<file path="config.mk">
export PLATFORM = sky130hd
export DESIGN_NAME = h_pfn_drain
export DESIGN_NICKNAME = d
export VERILOG_FILES = /design/src/rtl/h_pfn_drain_pkg.sv /design/src/rtl/h_pfn_skid_fifo.sv /design/src/rtl/h_pfn_drain.sv
export SDC_FILE = /design/constraint.sdc
export NUM_CORES = 1
export LEC_CHECK = 0
export ABC_AREA = 0
export CAP_MARGIN = 20
export CORE_MARGIN = 8
export CORE_UTILIZATION = 30
export DETAILED_ROUTE_END_ITERATION = 10
export PLACE_DENSITY = 0.6
export SETUP_SLACK_MARGIN = 0.15
export SLEW_MARGIN = 0
export SYNTH_ARGS = -nofsm -noshare
export SYNTH_HDL_FRONTEND = slang
export SYNTH_HIERARCHICAL = 1
export SYNTH_SLANG_ARGS = --single-unit
</file>
<file path="constraint.sdc">
create_clock -name clk -period 3 [get_ports clk]
set_input_delay 0.3 -clock clk [delete_from_list [all_inputs] [get_ports clk]]
set_output_delay 0.3 -clock clk [all_outputs]
set_load 0.05 [all_outputs]
</file>
<file path="src/rtl/h_pfn_drain_pkg.sv">
// Shared definitions for the hot-PFN buffer drainer (package h_pfn_pkg).
// Holds the drain FSM state encoding, the PFN entry type and the default
// geometry constants that must agree with the hot-PFN buffer itself.
package h_pfn_pkg;

    localparam int H_PFN_NUM_ENTRIES = 1024;
    localparam int H_PFN_ENTRY_WIDTH = 32;
    localparam int H_PFN_RD_LAT      = 2;
    localparam int H_PFN_FIFO_DEPTH  = 4;
    localparam int H_PFN_RST_TIMEOUT = 16;

    typedef enum logic [1:0] {
        DS_IDLE  = 2'd0,
        DS_READ  = 2'd1,
        DS_CHECK = 2'd2,
        DS_FIN   = 2'd3
    } drain_state_e;

    typedef logic [H_PFN_ENTRY_WIDTH-1:0] pfn_entry_t;

endpackage

</file>
<file path="src/rtl/h_pfn_skid_fifo.sv">
// Small synchronous FIFO used as the output skid buffer of the drainer.
// Head is presented combinationally; count lets the reader compute credits.
// Push while full and pop while empty are ignored defensively.
module h_pfn_skid_fifo
    import h_pfn_pkg::*;
#(
    parameter int WIDTH = H_PFN_ENTRY_WIDTH,
    parameter int DEPTH = H_PFN_FIFO_DEPTH,
    localparam int CNT_W = $clog2(DEPTH + 1),
    localparam int PTR_W = (DEPTH > 1) ? $clog2(DEPTH) : 1
) (
    input  logic             clk,
    input  logic             reset,
    input  logic             flush,
    input  logic             push,
    input  logic [WIDTH-1:0] push_data,
    input  logic             pop,
    output logic [WIDTH-1:0] head,
    output logic [CNT_W-1:0] count,
    output logic             empty
);

    logic [WIDTH-1:0] mem [DEPTH];
    logic [PTR_W-1:0] wr_ptr;
    logic [PTR_W-1:0] rd_ptr;
    logic             do_push;
    logic             do_pop;

    function automatic logic [PTR_W-1:0] next_ptr(input logic [PTR_W-1:0] p);
        return (p == PTR_W'(DEPTH - 1)) ? '0 : p + PTR_W'(1);
    endfunction

    assign empty   = (count == '0);
    assign do_push = push && (count != CNT_W'(DEPTH));
    assign do_pop  = pop && !empty;
    assign head    = mem[rd_ptr];

    // Storage array; contents need no reset because count gates visibility.
    always_ff @(posedge clk) begin
        if (do_push) begin
            mem[wr_ptr] <= push_data;
        end
    end

    // Pointer and occupancy bookkeeping, cleared by reset or flush.
    always_ff @(posedge clk) begin
        if (reset || flush) begin
            wr_ptr <= '0;
            rd_ptr <= '0;
            count  <= '0;
        end else begin
            if (do_push) begin
                wr_ptr <= next_ptr(wr_ptr);
            end
            if (do_pop) begin
                rd_ptr <= next_ptr(rd_ptr);
            end
            case ({do_push, do_pop})
                2'b10:   count <= count + CNT_W'(1);
                2'b01:   count <= count - CNT_W'(1);
                default: count <= count;
            endcase
        end
    end

endmodule

</file>
<file path="src/rtl/h_pfn_drain.sv">
// Drainer for the hot-PFN buffer: reads entries [0, wr_idx) out of the
// buffer BRAM, streams them on a valid/ready port, then resets the buffer
// write index in a cycle where no tracker write would be lost.
// Optional statistics counters are built when H_PFN_DRAIN_STATS_EN is defined.
module h_pfn_drain
    import h_pfn_pkg::*;
#(
    parameter int NUM_ENTRIES = H_PFN_NUM_ENTRIES,
    parameter int ENTRY_WIDTH = H_PFN_ENTRY_WIDTH,
    parameter int NUM_IDX_BIT = $clog2(NUM_ENTRIES),
    parameter int RD_LAT      = H_PFN_RD_LAT,
    parameter int FIFO_DEPTH  = H_PFN_FIFO_DEPTH,
    parameter int RST_TIMEOUT = H_PFN_RST_TIMEOUT
) (
    input  logic                   clk,
    input  logic                   reset,
    input  logic                   drain_req,
    input  logic [NUM_IDX_BIT-1:0] auto_thresh,
    input  logic [NUM_IDX_BIT-1:0] buf_wr_idx,
    input  logic                   buf_wr_en,
    input  logic                   buf_wr_overflow,
    output logic [NUM_IDX_BIT-1:0] buf_rd_idx,
    output logic                   buf_rd_en,
    input  logic [ENTRY_WIDTH-1:0] buf_rd_data,
    output logic                   buf_wr_idx_rst,
    output logic                   pfn_valid,
    input  logic                   pfn_ready,
    output logic [ENTRY_WIDTH-1:0] pfn_data,
    output logic                   busy,
    output logic                   done,
    output logic [NUM_IDX_BIT-1:0] drained_cnt,
    output logic                   ovf_sticky,
    input  logic                   ovf_clr,
`ifdef H_PFN_DRAIN_STATS_EN
    output logic [31:0]            stat_drains,
    output logic [31:0]            stat_entries,
    output logic [31:0]            stat_stall,
`endif
    output logic [15:0]            lost_cnt
);

    localparam int CNT_W = $clog2(FIFO_DEPTH + 1);
    localparam int TMR_W = $clog2(RST_TIMEOUT) + 1;

    localparam logic [1:0] S_IDLE  = DS_IDLE;
    localparam logic [1:0] S_READ  = DS_READ;
    localparam logic [1:0] S_CHECK = DS_CHECK;
    localparam logic [1:0] S_FIN   = DS_FIN;

    logic [1:0]             state;
    logic [NUM_IDX_BIT-1:0] limit;
    logic [NUM_IDX_BIT-1:0] rd_ptr;
    logic [NUM_IDX_BIT-1:0] total;
    logic [TMR_W-1:0]       timer;
    logic [RD_LAT-1:0]      tag_sr;
    logic [7:0]             inflight;
    logic [7:0]             occupied;
    logic [CNT_W-1:0]       fifo_count;
    logic                   fifo_empty;
    logic                   start;
    logic                   issue;
    logic                   pop;
    logic                   read_done;
    logic                   grow;
    logic                   timeout_hit;
    logic                   fifo_flush;

    assign start = drain_req || ((auto_thresh != '0) && (buf_wr_idx >= auto_thresh));

    // Reads still travelling through the BRAM pipeline hold credit until pushed.
    always_comb begin
        inflight = '0;
        for (int i = 0; i < RD_LAT; i++) begin
            inflight = inflight + 8'(tag_sr[i]);
        end
    end

    assign occupied    = 8'(fifo_count) + inflight;
    assign issue       = !reset && (state == S_READ) && (rd_ptr < limit)
                         && (occupied < 8'(FIFO_DEPTH));
    assign read_done   = (rd_ptr == limit) && (inflight == '0) && fifo_empty;
    assign grow        = buf_wr_idx > limit;
    assign timeout_hit = (timer == TMR_W'(RST_TIMEOUT - 1));
    assign fifo_flush  = (state == S_IDLE) && start;

    assign buf_rd_en      = issue;
    assign buf_rd_idx     = rd_ptr;
    assign pfn_valid      = !reset && !fifo_empty;
    assign pop            = pfn_valid && pfn_ready;
    assign busy           = (state != S_IDLE);
    assign done           = !reset && (state == S_FIN);
    assign buf_wr_idx_rst = !reset && (state == S_CHECK) && !grow
                            && (!buf_wr_en || timeout_hit);

    h_pfn_skid_fifo #(
        .WIDTH (ENTRY_WIDTH),
        .DEPTH (FIFO_DEPTH)
    ) u_skid (
        .clk       (clk),
        .reset     (reset),
        .flush     (fifo_flush),
        .push      (tag_sr[RD_LAT-1]),
        .push_data (buf_rd_data),
        .pop       (pop),
        .head      (pfn_data),
        .count     (fifo_count),
        .empty     (fifo_empty)
    );

    // Tag shift register: a 1 leaves the last stage exactly when its data returns.
    always_ff @(posedge clk) begin
        if (reset) begin
            tag_sr <= '0;
        end else begin
            tag_sr[0] <= issue;
            for (int i = 1; i < RD_LAT; i++) begin
                tag_sr[i] <= tag_sr[i-1];
            end
        end
    end

    // Drain sequencing: start, read issue, write-free reset slot search, finish.
    always_ff @(posedge clk) begin
        if (reset) begin
            state       <= S_IDLE;
            limit       <= '0;
            rd_ptr      <= '0;
            total       <= '0;
            timer       <= '0;
            drained_cnt <= '0;
            lost_cnt    <= '0;
        end else begin
            if (pop) begin
                total <= total + NUM_IDX_BIT'(1);
            end
            case (state)
                S_IDLE: begin
                    if (start) begin
                        limit  <= buf_wr_idx;
                        rd_ptr <= '0;
                        total  <= '0;
                        timer  <= '0;
                        state  <= (buf_wr_idx == '0) ? S_CHECK : S_READ;
                    end
                end
                S_READ: begin
                    if (issue) begin
                        rd_ptr <= rd_ptr + NUM_IDX_BIT'(1);
                    end
                    if (read_done) begin
                        timer <= '0;
                        state <= S_CHECK;
                    end
                end
                S_CHECK: begin
                    if (grow) begin
                        limit <= buf_wr_idx;
                        state <= S_READ;
                    end else if (!buf_wr_en) begin
                        state <= S_FIN;
                    end else if (timeout_hit) begin
                        if (lost_cnt != 16'hFFFF) begin
                            lost_cnt <= lost_cnt + 16'd1;
                        end
                        state <= S_FIN;
                    end else begin
                        timer <= timer + TMR_W'(1);
                    end
                end
                default: begin
                    drained_cnt <= total;
                    state       <= S_IDLE;
                end
            endcase
        end
    end

    // Overflow flag latches until cleared; a new overflow beats a clear.
    always_ff @(posedge clk) begin
        if (reset) begin
            ovf_sticky <= 1'b0;
        end else if (buf_wr_overflow) begin
            ovf_sticky <= 1'b1;
        end else if (ovf_clr) begin
            ovf_sticky <= 1'b0;
        end
    end

`ifdef H_PFN_DRAIN_STATS_EN
    // Wrapping activity counters for drains, streamed entries and stall cycles.
    always_ff @(posedge clk) begin
        if (reset) begin
            stat_drains  <= '0;
            stat_entries <= '0;
            stat_stall   <= '0;
        end else begin
            if (done) begin
                stat_drains <= stat_drains + 32'd1;
            end
            if (pop) begin
                stat_entries <= stat_entries + 32'd1;
            end
            if (pfn_valid && !pfn_ready) begin
                stat_stall <= stat_stall + 32'd1;
            end
        end
    end
`endif

endmodule
</file>
== Word-level counts from Yosys, hierarchy flattened ==
Memory sizes are Yosys's and may differ from the RTL's. A register that Yosys moved wholly into a read port is not among the register bits.
Index checks and enable logic that the tools add are counted.

* Input port bits: 59
* Bits in writable memories: 128
* Register bits after elaboration: 73
* Memories kept: 1

* Eq/ne operators: 19
* Mux-type cells: 31
* Reductions and logical operators: 39
* Bitwise logic cells: 1
* $add $sub $neg: 10
* Order comparisons: 4

{| class="wikitable"
|+ Memory list
! name !! words !! width !! rd ports !! clocked after Yosys merged registers in !! wr ports !! line !! RTL
|-
| u_skid.mem || 4 || 32 || 1 || 1 || 1 || h_pfn_skid_fifo.sv:23 || <nowiki>logic [WIDTH-1:0] mem [DEPTH];</nowiki>
|}

{| class="wikitable"
|+ Operator list
! kind !! count
|-
| 2-to-1 mux 10 bit || 7
|-
| case mux 10 bit (2 select lines) || 2
|-
| 2-to-1 mux 5 bit || 5
|-
| adder 10 x 1 -> 10 bit, second input constant || 2
|-
| 2-to-1 mux 2 bit || 10
|-
| adder 16 x 1 -> 16 bit, second input constant || 1
|-
| != test 16 bit, second input constant || 1
|-
| logical AND 1 bit || 15
|-
| case mux 5 bit (3 select lines) || 1
|-
| != test 2 bit, second input constant || 7
|-
| equality test 10 bit || 1
|-
| equality test 2 bit, second input constant || 5
|-
| >= comparator 10 bit || 1
|-
| greater-than comparator 10 bit || 1
|-
| zero test 10 bit || 1
|-
| less-than comparator 10 bit || 1
|-
| nonzero test 10 bit || 1
|-
| nonzero test 2 bit || 5
|-
| AND reduction 3 bit || 3
|-
| zero test 8 bit || 1
|-
| case mux 2 bit (3 select lines) || 1
|-
| case mux 3 bit (2 select lines) || 1
|-
| AND reduction 6 bit || 1
|-
| adder 5 x 1 -> 5 bit, second input constant || 1
|-
| other kinds (19) || 29
|}

== Depth between registers and ports, before layout ==
Gate-level depths: netlist of run 1.

* Depth after elaboration: 7
* Gate-level depth with buffers: 12
* Mapped depth without buffers: 11

== Cells and area by module ==
Netlist of run 1, hierarchy kept.

{| class="wikitable"
|+ By module, submodules not included
! module !! cells an instance !! instances !! sequential area each (um2) !! area an instance (um2)
|-
| h_pfn_skid_fifo || 221 || 1 || 4023.9 || 5109.9
|-
| h_pfn_drain || 465 || 1 || 1321.3 || 3873.7
|}

== Least setup slack after synthesis of run 1 ==
No wires, ideal clock.

* Path kind: reg-to-output
* Start: register limit[3]
* End: output port buf_wr_idx_rst
* Stages on the path, launching flop included: 9
* Arrival: 2.795 ns
* Required time: 2.700 ns
* Slack: -0.095 ns
* Path through: dfxtp_1 -> inv_1 -> ha_1 -> a211oi_1 -> nor2_1 -> o31ai_1 -> clkbuf_1 -> nand2_1 -> nor3_1

* Cells in the longest elaborated chain, start to end: 4

{| class="wikitable"
|+ RTL lines
! what !! line !! RTL
|-
| start, declared || h_pfn_drain.sv:51 || <nowiki>logic [NUM_IDX_BIT-1:0] limit;</nowiki>
|-
| start signal, assigned || h_pfn_drain.sv:139 || <nowiki>limit <= buf_wr_idx;</nowiki>
|-
| start signal, assigned || h_pfn_drain.sv:157 || <nowiki>limit <= buf_wr_idx;</nowiki>
|-
| greater-than comparator 10 bit || h_pfn_drain.sv:82 || <nowiki>assign grow = buf_wr_idx > limit;</nowiki>
|-
| zero test 1 bit || h_pfn_drain.sv:92 || <nowiki>assign buf_wr_idx_rst = !reset && (state == S_CHECK) && !grow</nowiki>
|-
| logical AND 1 bit || h_pfn_drain.sv:92 ||
|-
| logical AND 1 bit || h_pfn_drain.sv:93 || <nowiki>&& (!buf_wr_en || timeout_hit);</nowiki>
|-
| end, declared || h_pfn_drain.sv:25 || <nowiki>output logic buf_wr_idx_rst,</nowiki>
|}

No other way between the ends.

== Worst setup path in the final report of run 1 ==
Same ends and word-level chain as after synthesis.

==> results of run 1 <==
[path summary, 6_finish.rpt]
check	startpoint	endpoint	slack (ns)	depth (start not counted)
max	limit[3]	buf_wr_idx_rst	0.29	8
min	buf_wr_overflow	ovf_sticky	0.40	3
min reg2reg	drained_cnt[7]	drained_cnt[7]	0.45	2
max reg2reg	u_skid/count[2]	u_skid/count[2]	0.38	11
[layout make-up]
cell class | count | area share (%)
Sequential cell | 203 | 46.2
Timing Repair Buffer | 159 | 12.9
Multi-Input combinational cell | 417 | 29.2
Clock buffer | 26 | 5.07
Tap cell | 390 | 4.22
Clock inverter | 11 | 0.963
Inverter | 42 | 1.36
[repair_timing]
| item | CTS | global route |
|---|---|---|
| hold endpoints to repair | 0 | 0 |
| pin swaps | 1 | 1 |
| setup endpoints to repair | 2 | 2 |
| gates resized for setup | 1 | 4 |
| buffers inserted | 0 | 1 |
[metal layers]
layer  up-vias  GRT usage [%]  share of wire [%]
li1       2856              -                  -
met1      2801           14.6                 46
met2       144           18.4                 46
met3        28           3.24                6.9
met4         0           2.71                1.7
met5         -              0                  0
[worst min-delay path: stages]
cell             delay [ns]
clkdlybuf4s50_1        0.46
a21oi_1                0.04
nor2_1                 0.07
[where the power goes]
group	switching (mW)	total, mW	internal [mW]
Sequential	0.0367	3.06	3.02
Combinational	0.432	0.740	0.308
Clock	1.08	2.64	1.56
Total	1.54	6.44	4.90
[cell usage in the layout, fill, tap and decap left out, types with 14 or more instances in the layout]
cell,instances
xnor2_1,18
inv_1,40
nand2_1,67
edfxtp_1,128
nor2_1,50
mux4_2,32
mux2i_1,16
nand3_1,16
clkdlybuf4s50_1,96
buf_4,58
ha_1,44
clkbuf_16,23
dfxtp_1,74
nand4_1,14
a21oi_1,24
[state kept, by name, indices dropped and copies added (netlist names), named ones only]
signal,cells
ovf_sticky,1
limit,10
u_skid/rd_ptr,2
tag_sr,2
u_skid/wr_ptr,2
state,2
lost_cnt,16
buf_rd_idx,10
u_skid/mem,128
u_skid/count,3
total,10
timer,5
drained_cnt,10
[cell families after synthesis]
family	after synthesis	synth area share, %
AO/OA/AOI/OAI	70	5.43
XOR/XNOR	31	3.02
adder cells (fa/ha/maj)	45	6.35
buffers and inverters	66	3.31
flip-flops	203	59.5
multiplexers	48	9.80
AND/OR/NAND/NOR	223	12.6
[metrics by stage]
step	power [mW]	utilization (%)	setup WS [ns]	cells	hold WS [ns]
after floorplan	3.56	-	0.201	686	0.399
after global placement	3.85	36.7	0.125	1210	0.443
after detailed placement	3.86	36.7	0.0786	1210	0.447
after CTS	6.55	39.0	0.155	1247	0.371
after global routing	6.72	39.1	0.131	1248	0.386
final	6.44	39.1	0.292	1248	0.396
==> impl_metrics.env, run 1 <==
export IMPL_row_count=63
export IMPL_synth_top_area_share_pct=42.8
export IMPL_cp_top_family="simple AND/OR/NAND/NOR gates"
export IMPL_crit_path_max_fanout=4
export IMPL_max_slew_margin_pct=32.8
export IMPL_track_usage_pct=11.3
export IMPL_grt_pass1_vias=6061
export IMPL_fin_area_um2=11600
export IMPL_ff_latch_area_um2=5350
export IMPL_grt_start_max_net_pins=39
export IMPL_hp_class="primary input to register"
export IMPL_nNetsFinal=950
export IMPL_grt_overflow_total=0
export IMPL_fin_crit_sh_pct=90.3
export IMPL_die_h_um=189
export IMPL_area_growth_syn_to_layout_pct=28.7
export IMPL_yosysSeqAreaShare_pct=59.5
export IMPL_rsz0062_at_grt="false"
export IMPL_cts_made_buffers=23
export IMPL_root_buffer="clkbuf_16"
export IMPL_die_area_um2=35700
export IMPL_yosys_top_cells_area="edfxtp_1, dfxtp_1, mux4_2"
export IMPL_layout_drive_gt1_share_pct=17.9
export IMPL_port_buffers=132
export IMPL_cp_start_kind="register"
export IMPL_peakVddDrop_mv=0.340
export IMPL_ys_flop_type="edfxtp_1"
export IMPL_slew_violations=0
export IMPL_antenna_found_initial=0
export IMPL_status="finished clean"
export IMPL_wl_per_cell_um=16.4
export IMPL_cp_num_buf_inv=2
export IMPL_start_util_pct=30.4
export IMPL_synth_area_leader_cell="edfxtp_1"
export IMPL_clkSlewWorstSetupHoldPaths_ns=0.06
export IMPL_clk_latency_ns=0.51
export IMPL_ant_nets=0
export IMPL_yosysWarnings=6
export IMPL_postCtsHoldBufs=0
export IMPL_fill_cells=2809
export IMPL_multi_input_area_um2=3380
export IMPL_wl_um=20500
export IMPL_final_setup_viol_count=0
export IMPL_crit_chain="inv_1, ha_1, nand4_1, or3_4, a21oi_2, nand2_1, nor3_4, buf_12"
export IMPL_synthArstFlopShare_pct=0
export IMPL_syn_cell_area_um2=8980
export IMPL_fp_coreArea_um2=29600
export IMPL_drt_iter0_markers=277
export IMPL_grt_pass1_wl_um=32900
export IMPL_fin_setup_tns_ns=0
export IMPL_synthCells=686
export IMPL_drc=0
export IMPL_synth_edff_count=128
export IMPL_place_gp_congestion=0.815
export IMPL_fin_skew_ns=0.0126
export IMPL_cp_arrival_ns=2.41
export IMPL_crit_slowest_cell="or3_4"
export IMPL_required_ns=2.70
export IMPL_cap_violations=0
export IMPL_die_w_um=189
export IMPL_period_needed_ns=2.71
export IMPL_cp_end_kind="output port"
export IMPL_vias=5829
export IMPL_cts_htree_levels=1
export IMPL_worstMarginPinSlew_ns=1.01
export IMPL_num_io_pins=133
export IMPL_clock_fmax_mhz=369
export IMPL_dr_pass1_iters=4
export IMPL_via_per_inst=4.67
export IMPL_synth_nets=790
export IMPL_synth_common_cells="edfxtp_1, dfxtp_1, nand2_1"
export IMPL_syn_area_per_cell_um2=13.1
export IMPL_n_antenna_cell=0
export IMPL_path_class="register to output port"
export IMPL_dpl_cell_area_um2=10800
export IMPL_p_leak_nw=4.01
export IMPL_clock_sinks=203
export IMPL_ys_seq_elements=203
export IMPL_clockBufferDepth=3
export IMPL_dpl_hpwl_um=14200
export IMPL_crit_path_max_incr_delay_ns=0.45
export IMPL_cts_tree="yes"
export IMPL_yosysMostFrequentCell="edfxtp_1"
export IMPL_p_per_area_nw_per_um2=557
export IMPL_synth_distinct_cells=60
export IMPL_hold_viol_final=0
(Power assumes the default switching activity.)
==> inputs of run 2 (changes only) <==
==> constraint.sdc (replaced) <==
create_clock -name clk -period 3 [get_ports clk]
set_input_delay 0.3 -clock clk [delete_from_list [all_inputs] [get_ports clk]]
set_output_delay 0.3 -clock clk [all_outputs]
set_load 0.1 [all_outputs]
==> run 2 against run 1 <==
First-iteration DRC count rose by 16%; hold slack worse by 0.012 ns; register-to-register slack better by 0.09 ns; highest routed layer unchanged; wire length down 0.61%; fmax down 1.5%; largest cell class unchanged; cell count is 0.88% higher; combinational power increased by 23%; sequential share of layout area fell by 1.7 points; non-clock buffer count rose by 6.
==> impl_metrics.env, run 2 (same netlist as run 1, synthesis figures left out) <==
export IMPL_top_register="u_skid/mem"
export IMPL_rsz0062_at_grt="false"
export IMPL_fin_area_um2=12000
export IMPL_nNetsFinal=956
export IMPL_layout_drive_gt1_share_pct=23.5
export IMPL_hold_viol_final=0
export IMPL_place_gp_congestion=0.806
export IMPL_regToRegSetupSlack_ns=0.47
export IMPL_reg2reg_from="u_skid/count[1]"
export IMPL_dpl_hpwl_um=14200
export IMPL_area_growth_syn_to_layout_pct=33.8
export IMPL_die_h_um=189
export IMPL_period_needed_ns=2.75
export IMPL_num_io_pins=133
export IMPL_fin_crit_sh_pct=91.6
export IMPL_fp_coreArea_um2=29600
export IMPL_n_antenna_cell=0
export IMPL_cp_end_kind="output port"
export IMPL_worstMarginPinSlew_ns=1.05
export IMPL_holdPathStages=3
export IMPL_clkSlewWorstSetupHoldPaths_ns=0.06
export IMPL_clk_latency_ns=0.52
export IMPL_cp_num_buf_inv=3
export IMPL_vias=5929
export IMPL_start_util_pct=30.4
export IMPL_clock_fmax_mhz=364
export IMPL_clockBufferDepth=3
export IMPL_cap_violations=0
export IMPL_grt_pass1_wl_um=33200
export IMPL_p_per_area_nw_per_um2=571
export IMPL_die_area_um2=35700
export IMPL_die_w_um=189
export IMPL_met3_usage_pct=2.63
export IMPL_grt_pass1_vias=6154
export IMPL_grt_overflow_total=0
export IMPL_met2_usage_pct=18.1
export IMPL_cts_htree_levels=1
export IMPL_final_util_pct=40.7
export IMPL_hold_slack_ns=0.384
export IMPL_antenna_found_initial=0
export IMPL_status="finished clean"
export IMPL_path_class="register to output port"
export IMPL_root_buffer="clkbuf_16"
export IMPL_postCtsHoldBufs=0
export IMPL_cp_arrival_ns=2.45
export IMPL_cp_top_family="compound AO/OA/AOI/OAI gates"
export IMPL_p_leak_nw=4.31
export IMPL_rr_endpoint="u_skid/count[2]"
export IMPL_row_count=63
export IMPL_crit_slowest_cell="dfxtp_1"
export IMPL_top_regs="u_skid/mem x128, lost_cnt x16"
export IMPL_wl_um=20300
export IMPL_max_slew_margin_pct=30.3
export IMPL_via_per_inst=4.71
export IMPL_ant_nets=0
export IMPL_peakVddDrop_mv=0.337
export IMPL_clock_sinks=203
export IMPL_drc=0
export IMPL_cts_tree="yes"
export IMPL_crit_chain="inv_1, ha_1, a211oi_1, nor2_1, o31ai_1, buf_4, nand2_1, nor3_4, buf_12"
export IMPL_cp_start_kind="register"
export IMPL_grt_start_max_net_pins=33
export IMPL_cts_made_buffers=23
export IMPL_globalRouteMet1Util_pct=15.3
export IMPL_dpl_cell_area_um2=11200
export IMPL_crit_path_max_fanout=2
export IMPL_top_usage_layer="met2"
export IMPL_port_buffers=132
export IMPL_crit_path_max_incr_delay_ns=0.33
export IMPL_hold_start="buf_wr_overflow"
export IMPL_slew_violations=0
export IMPL_dr_pass1_iters=5
export IMPL_largest_reg_flops=128
export IMPL_min_to="ovf_sticky"
export IMPL_wl_per_cell_um=16.1
export IMPL_fill_cells=2811
export IMPL_final_setup_viol_count=0
export IMPL_drt_iter0_markers=320
export IMPL_mostFrequentLayoutCells="edfxtp_1, dfxtp_1, buf_4"
export IMPL_fin_skew_ns=0.00833
export IMPL_required_ns=2.70
export IMPL_mostFrequentLayoutCell="edfxtp_1"
export IMPL_hp_class="primary input to register"
export IMPL_r2r_cells=12
export IMPL_track_usage_pct=11.3
run 2: cell count changes in the layout (fill, tap and decap cells not counted), moves of 2 or more:
cell             previous run  this run
dfxtp_2                     1         6
clkdlybuf4s50_1            96        58
bufinv_16                   2         4
buf_12                      5        38
buf_4                      58        69
dfxtp_1                    74        69
clkbuf_1                    3         5
run 2: repair_timing:
item / 4_1_cts / 5_1_grt
cloned: 0 / 0
buffers inserted: 2 / 5
setup endpoints to repair: 1 / 2
pin swaps: 1 / 3
gates resized for setup: 1 / 0
run 2: worst min-delay path: cells and delay by family:
family,cells,cell delay [ns]
buf+inv,1,0.46
simple gates,1,0.06
compound gates,1,0.04
run 2: report_power, final:
part | internal, mW | total, mW | switching [mW]
Sequential | 3.02 | 3.06 | 0.0368
Combinational | 0.361 | 0.911 | 0.550
Clock | 1.79 | 2.90 | 1.11
run 2: layout make-up:
class	count	area [um2]	area share (%)
Clock inverter	13	178	1.48
Sequential cell	203	5350	44.5
Inverter	42	158	1.31
Multi-Input combinational cell	417	3380	28.1
Clock buffer	29	608	5.06
Timing Repair Buffer	165	1860	15.5
Tap cell	390	488	4.06
run 2: per-stage QoR:
stage	cells	power, mW	setup TNS (ns)	setup WS (ns)
detailed placement	1210	4.03	-0.0860	-0.0643
finish	1259	6.87	0	0.252
global route	1259	7.16	0	0.142
floorplan	686	3.67	0	0.135
CTS	1254	6.97	0	0.165
global placement	1210	4.02	0	0.0484
run 2: metal layers:
| layer | vias to the layer above | wire (um) |
|---|---|---|
| met4 | 0 | 469 |
| met3 | 32 | 1450 |
| met1 | 2838 | 9340 |
| li1 | 2880 | - |
| met2 | 179 | 9070 |
| met5 | - | 0 |
run 2: how the worst max path moves through the flow:
stage,end,cells past startpoint,slack [ns],start
after floorplan,buf_wr_idx_rst,8,0.13,limit[3]
after global placement,buf_rd_idx[2],9,0.05,buf_wr_idx[0]
after detailed placement,buf_rd_idx[4],9,-0.06,buf_wr_idx[0]
after CTS,buf_wr_idx_rst,8,0.16,limit[3]
after global routing,buf_wr_idx_rst,9,0.14,limit[3]
final,buf_wr_idx_rst,9,0.25,limit[3]
==> inputs of run 3 (changes only) <==
--- a/config.mk
+++ b/config.mk
@@ -5,12 +5,11 @@
 export SDC_FILE = /design/constraint.sdc
 export NUM_CORES = 1
 export LEC_CHECK = 0
-export ABC_AREA = 0
 export CAP_MARGIN = 20
 export CORE_MARGIN = 8
-export CORE_UTILIZATION = 30
+export CORE_UTILIZATION = 54
 export DETAILED_ROUTE_END_ITERATION = 10
-export PLACE_DENSITY = 0.6
+export PLACE_DENSITY = 0.91
 export SETUP_SLACK_MARGIN = 0.15
 export SLEW_MARGIN = 0
 export SYNTH_ARGS = -nofsm -noshare
==> run 3 against run 2 <==
Via count up 2.6%; sequential share of layout area is 1.6 points higher; clock-buffer cell count decreased by 4; fmax hardly changed; wire length increased by 0.31%; clock skew up 0.0075 ns; clock power down 17%; total power down 7.2%.
==> impl_metrics.env, run 3 (same netlist as run 1, synthesis figures left out) <==
export IMPL_status="finished clean"
export IMPL_die_h_um=145
export IMPL_place_gp_congestion=0.854
export IMPL_final_setup_viol_count=0
export IMPL_crit_path_max_incr_delay_ns=0.34
export IMPL_cts_tree="yes"
export IMPL_period_needed_ns=2.75
export IMPL_grt_pass1_wl_um=32400
export IMPL_hp_class="primary input to register"
export IMPL_met3_usage_pct=4.51
export IMPL_row_count=47
export IMPL_port_buffers=132
export IMPL_hold_viol_final=0
export IMPL_via_per_inst=5.66
export IMPL_clkSlewWorstSetupHoldPaths_ns=0.06
export IMPL_cap_violations=0
export IMPL_postCtsHoldBufs=0
export IMPL_fin_skew_ns=0.0159
export IMPL_path_class="register to output port"
export IMPL_cp_end_kind="output port"
export IMPL_met2_usage_pct=32.3
export IMPL_fin_crit_sh_pct=91.6
export IMPL_n_antenna_cell=0
export IMPL_p_total_mw=6.37
export IMPL_clockBufferDepth=3
export IMPL_clock_fmax_mhz=364
export IMPL_fp_coreArea_um2=16400
export IMPL_vias=6084
export IMPL_clock_sinks=203
export IMPL_grt_start_max_net_pins=39
export IMPL_crit_path_max_fanout=2
export IMPL_clk_latency_ns=0.49
export IMPL_top_register="u_skid/mem"
export IMPL_track_usage_pct=18.7
export IMPL_cp_start_kind="register"
export IMPL_ant_nets=0
export IMPL_required_ns=2.70
export IMPL_drc=0
export IMPL_drt_iter0_markers=430
export IMPL_cts_made_buffers=21
export IMPL_grt_overflow_total=0
export IMPL_dpl_cell_area_um2=10900
export IMPL_max_slew_margin_pct=34.3
export IMPL_hold_slack_ns=0.404
export IMPL_final_util_pct=70.8
export IMPL_cp_arrival_ns=2.45
export IMPL_peakVddDrop_mv=0.449
export IMPL_die_area_um2=21000
export IMPL_crit_slowest_cell="o31ai_2"
export IMPL_dpl_hpwl_um=14000
export IMPL_fin_area_um2=11600
export IMPL_layout_drive_gt1_share_pct=22.5
export IMPL_grt_pass1_vias=6337
export IMPL_top_regs="u_skid/mem x128, lost_cnt x16"
export IMPL_wl_um=20400
export IMPL_slew_violations=0
export IMPL_mostFrequentLayoutCell="edfxtp_1"
export IMPL_p_leak_nw=4.19
export IMPL_top_usage_layer="met2"
export IMPL_fill_cells=1070
export IMPL_dr_pass1_iters=5
export IMPL_root_buffer="clkbuf_16"
export IMPL_area_growth_syn_to_layout_pct=29.3
export IMPL_rsz0062_at_grt="false"
export IMPL_p_per_area_nw_per_um2=549
export IMPL_stdcell_count=1074
export IMPL_start_util_pct=54.8
export IMPL_cts_htree_levels=1
export IMPL_nNetsFinal=944
export IMPL_mostFrequentLayoutCells="edfxtp_1, dfxtp_1, nand2_1"
export IMPL_die_w_um=145
export IMPL_wl_per_cell_um=19.0
export IMPL_dp_cells=1035
export IMPL_antenna_found_initial=1
export IMPL_num_io_pins=133
export IMPL_largest_reg_flops=128
export IMPL_globalRouteMet1Util_pct=22.6
export IMPL_crit_chain="inv_1, ha_1, a211oi_2, nor2_1, o31ai_2, nand2_1, nor3_4, buf_12"
export IMPL_worstMarginPinSlew_ns=0.982
==> run 3: changes by cell type in the layout (fill, tap and decap cells not counted), moves of 2 or more <==
cell and change:
buf_4 -12, inv_6 +2, bufinv_16 -3, clkbuf_16 -2
==> run 3: final timing paths <==
path	startpoint	end	slack, ns	cells past startpoint
setup / recovery	limit[3]	buf_wr_idx_rst	0.25	8
hold / removal	buf_wr_overflow	ovf_sticky	0.40	3
setup reg to reg	u_skid/count[1]	u_skid/count[2]	0.45	12
hold reg to reg	drained_cnt[8]	drained_cnt[8]	0.46	2
==> run 3: report_power, final <==
group	internal (mW)	switching, mW
Combinational	0.349	0.561
Sequential	3.02	0.0394
Clock	1.38	1.03
Total	4.75	1.63
==> run 3: worst max-delay path, delay by kind of cell (launching register included) <==
kind	cells	cell delay, ns
buffers and inverters	2	0.27
adder cells (fa/ha/maj)	1	0.31
AND/OR/NAND/NOR	3	0.44
AO/OA/AOI/OAI	2	0.61
flip-flops	1	0.32
==> run 3: metal layers <==
| metal | part of all wire, % | up-vias |
|---|---|---|
| li1 | - | 2847 |
| met1 | 42 | 2966 |
| met2 | 50 | 232 |
| met3 | 6.4 | 37 |
| met4 | 2.3 | 2 |
| met5 | 0.054 | - |
==> run 3: layout make-up <==
cell class	instances	area, um2	share of cell area (%)
inverters	42	158	1.36
repair buffers	155	1800	15.5
flip-flops and latches	203	5350	46.1
clock buffers	25	541	4.65
well taps	220	275	2.37
clock inverters	12	90.1	0.776
multi-input cells	417	3400	29.3
==> run 3: timing repair <==
item	CTS	global route
gates resized for setup	1	3
buffers inserted	1	1
endpoints found under the setup margin	1	1
pin swaps	1	3
==> run 3: per-stage QoR <==
stage / TNS [ns] / setup WS (ns)
6_report: 0 / 0.252
5_1_grt: 0 / 0.161
4_1_cts: 0 / 0.187
3_5_place_dp: -0.00647 / -0.00647
3_3_place_gp: 0 / 0.105
2_1_floorplan: 0 / 0.135
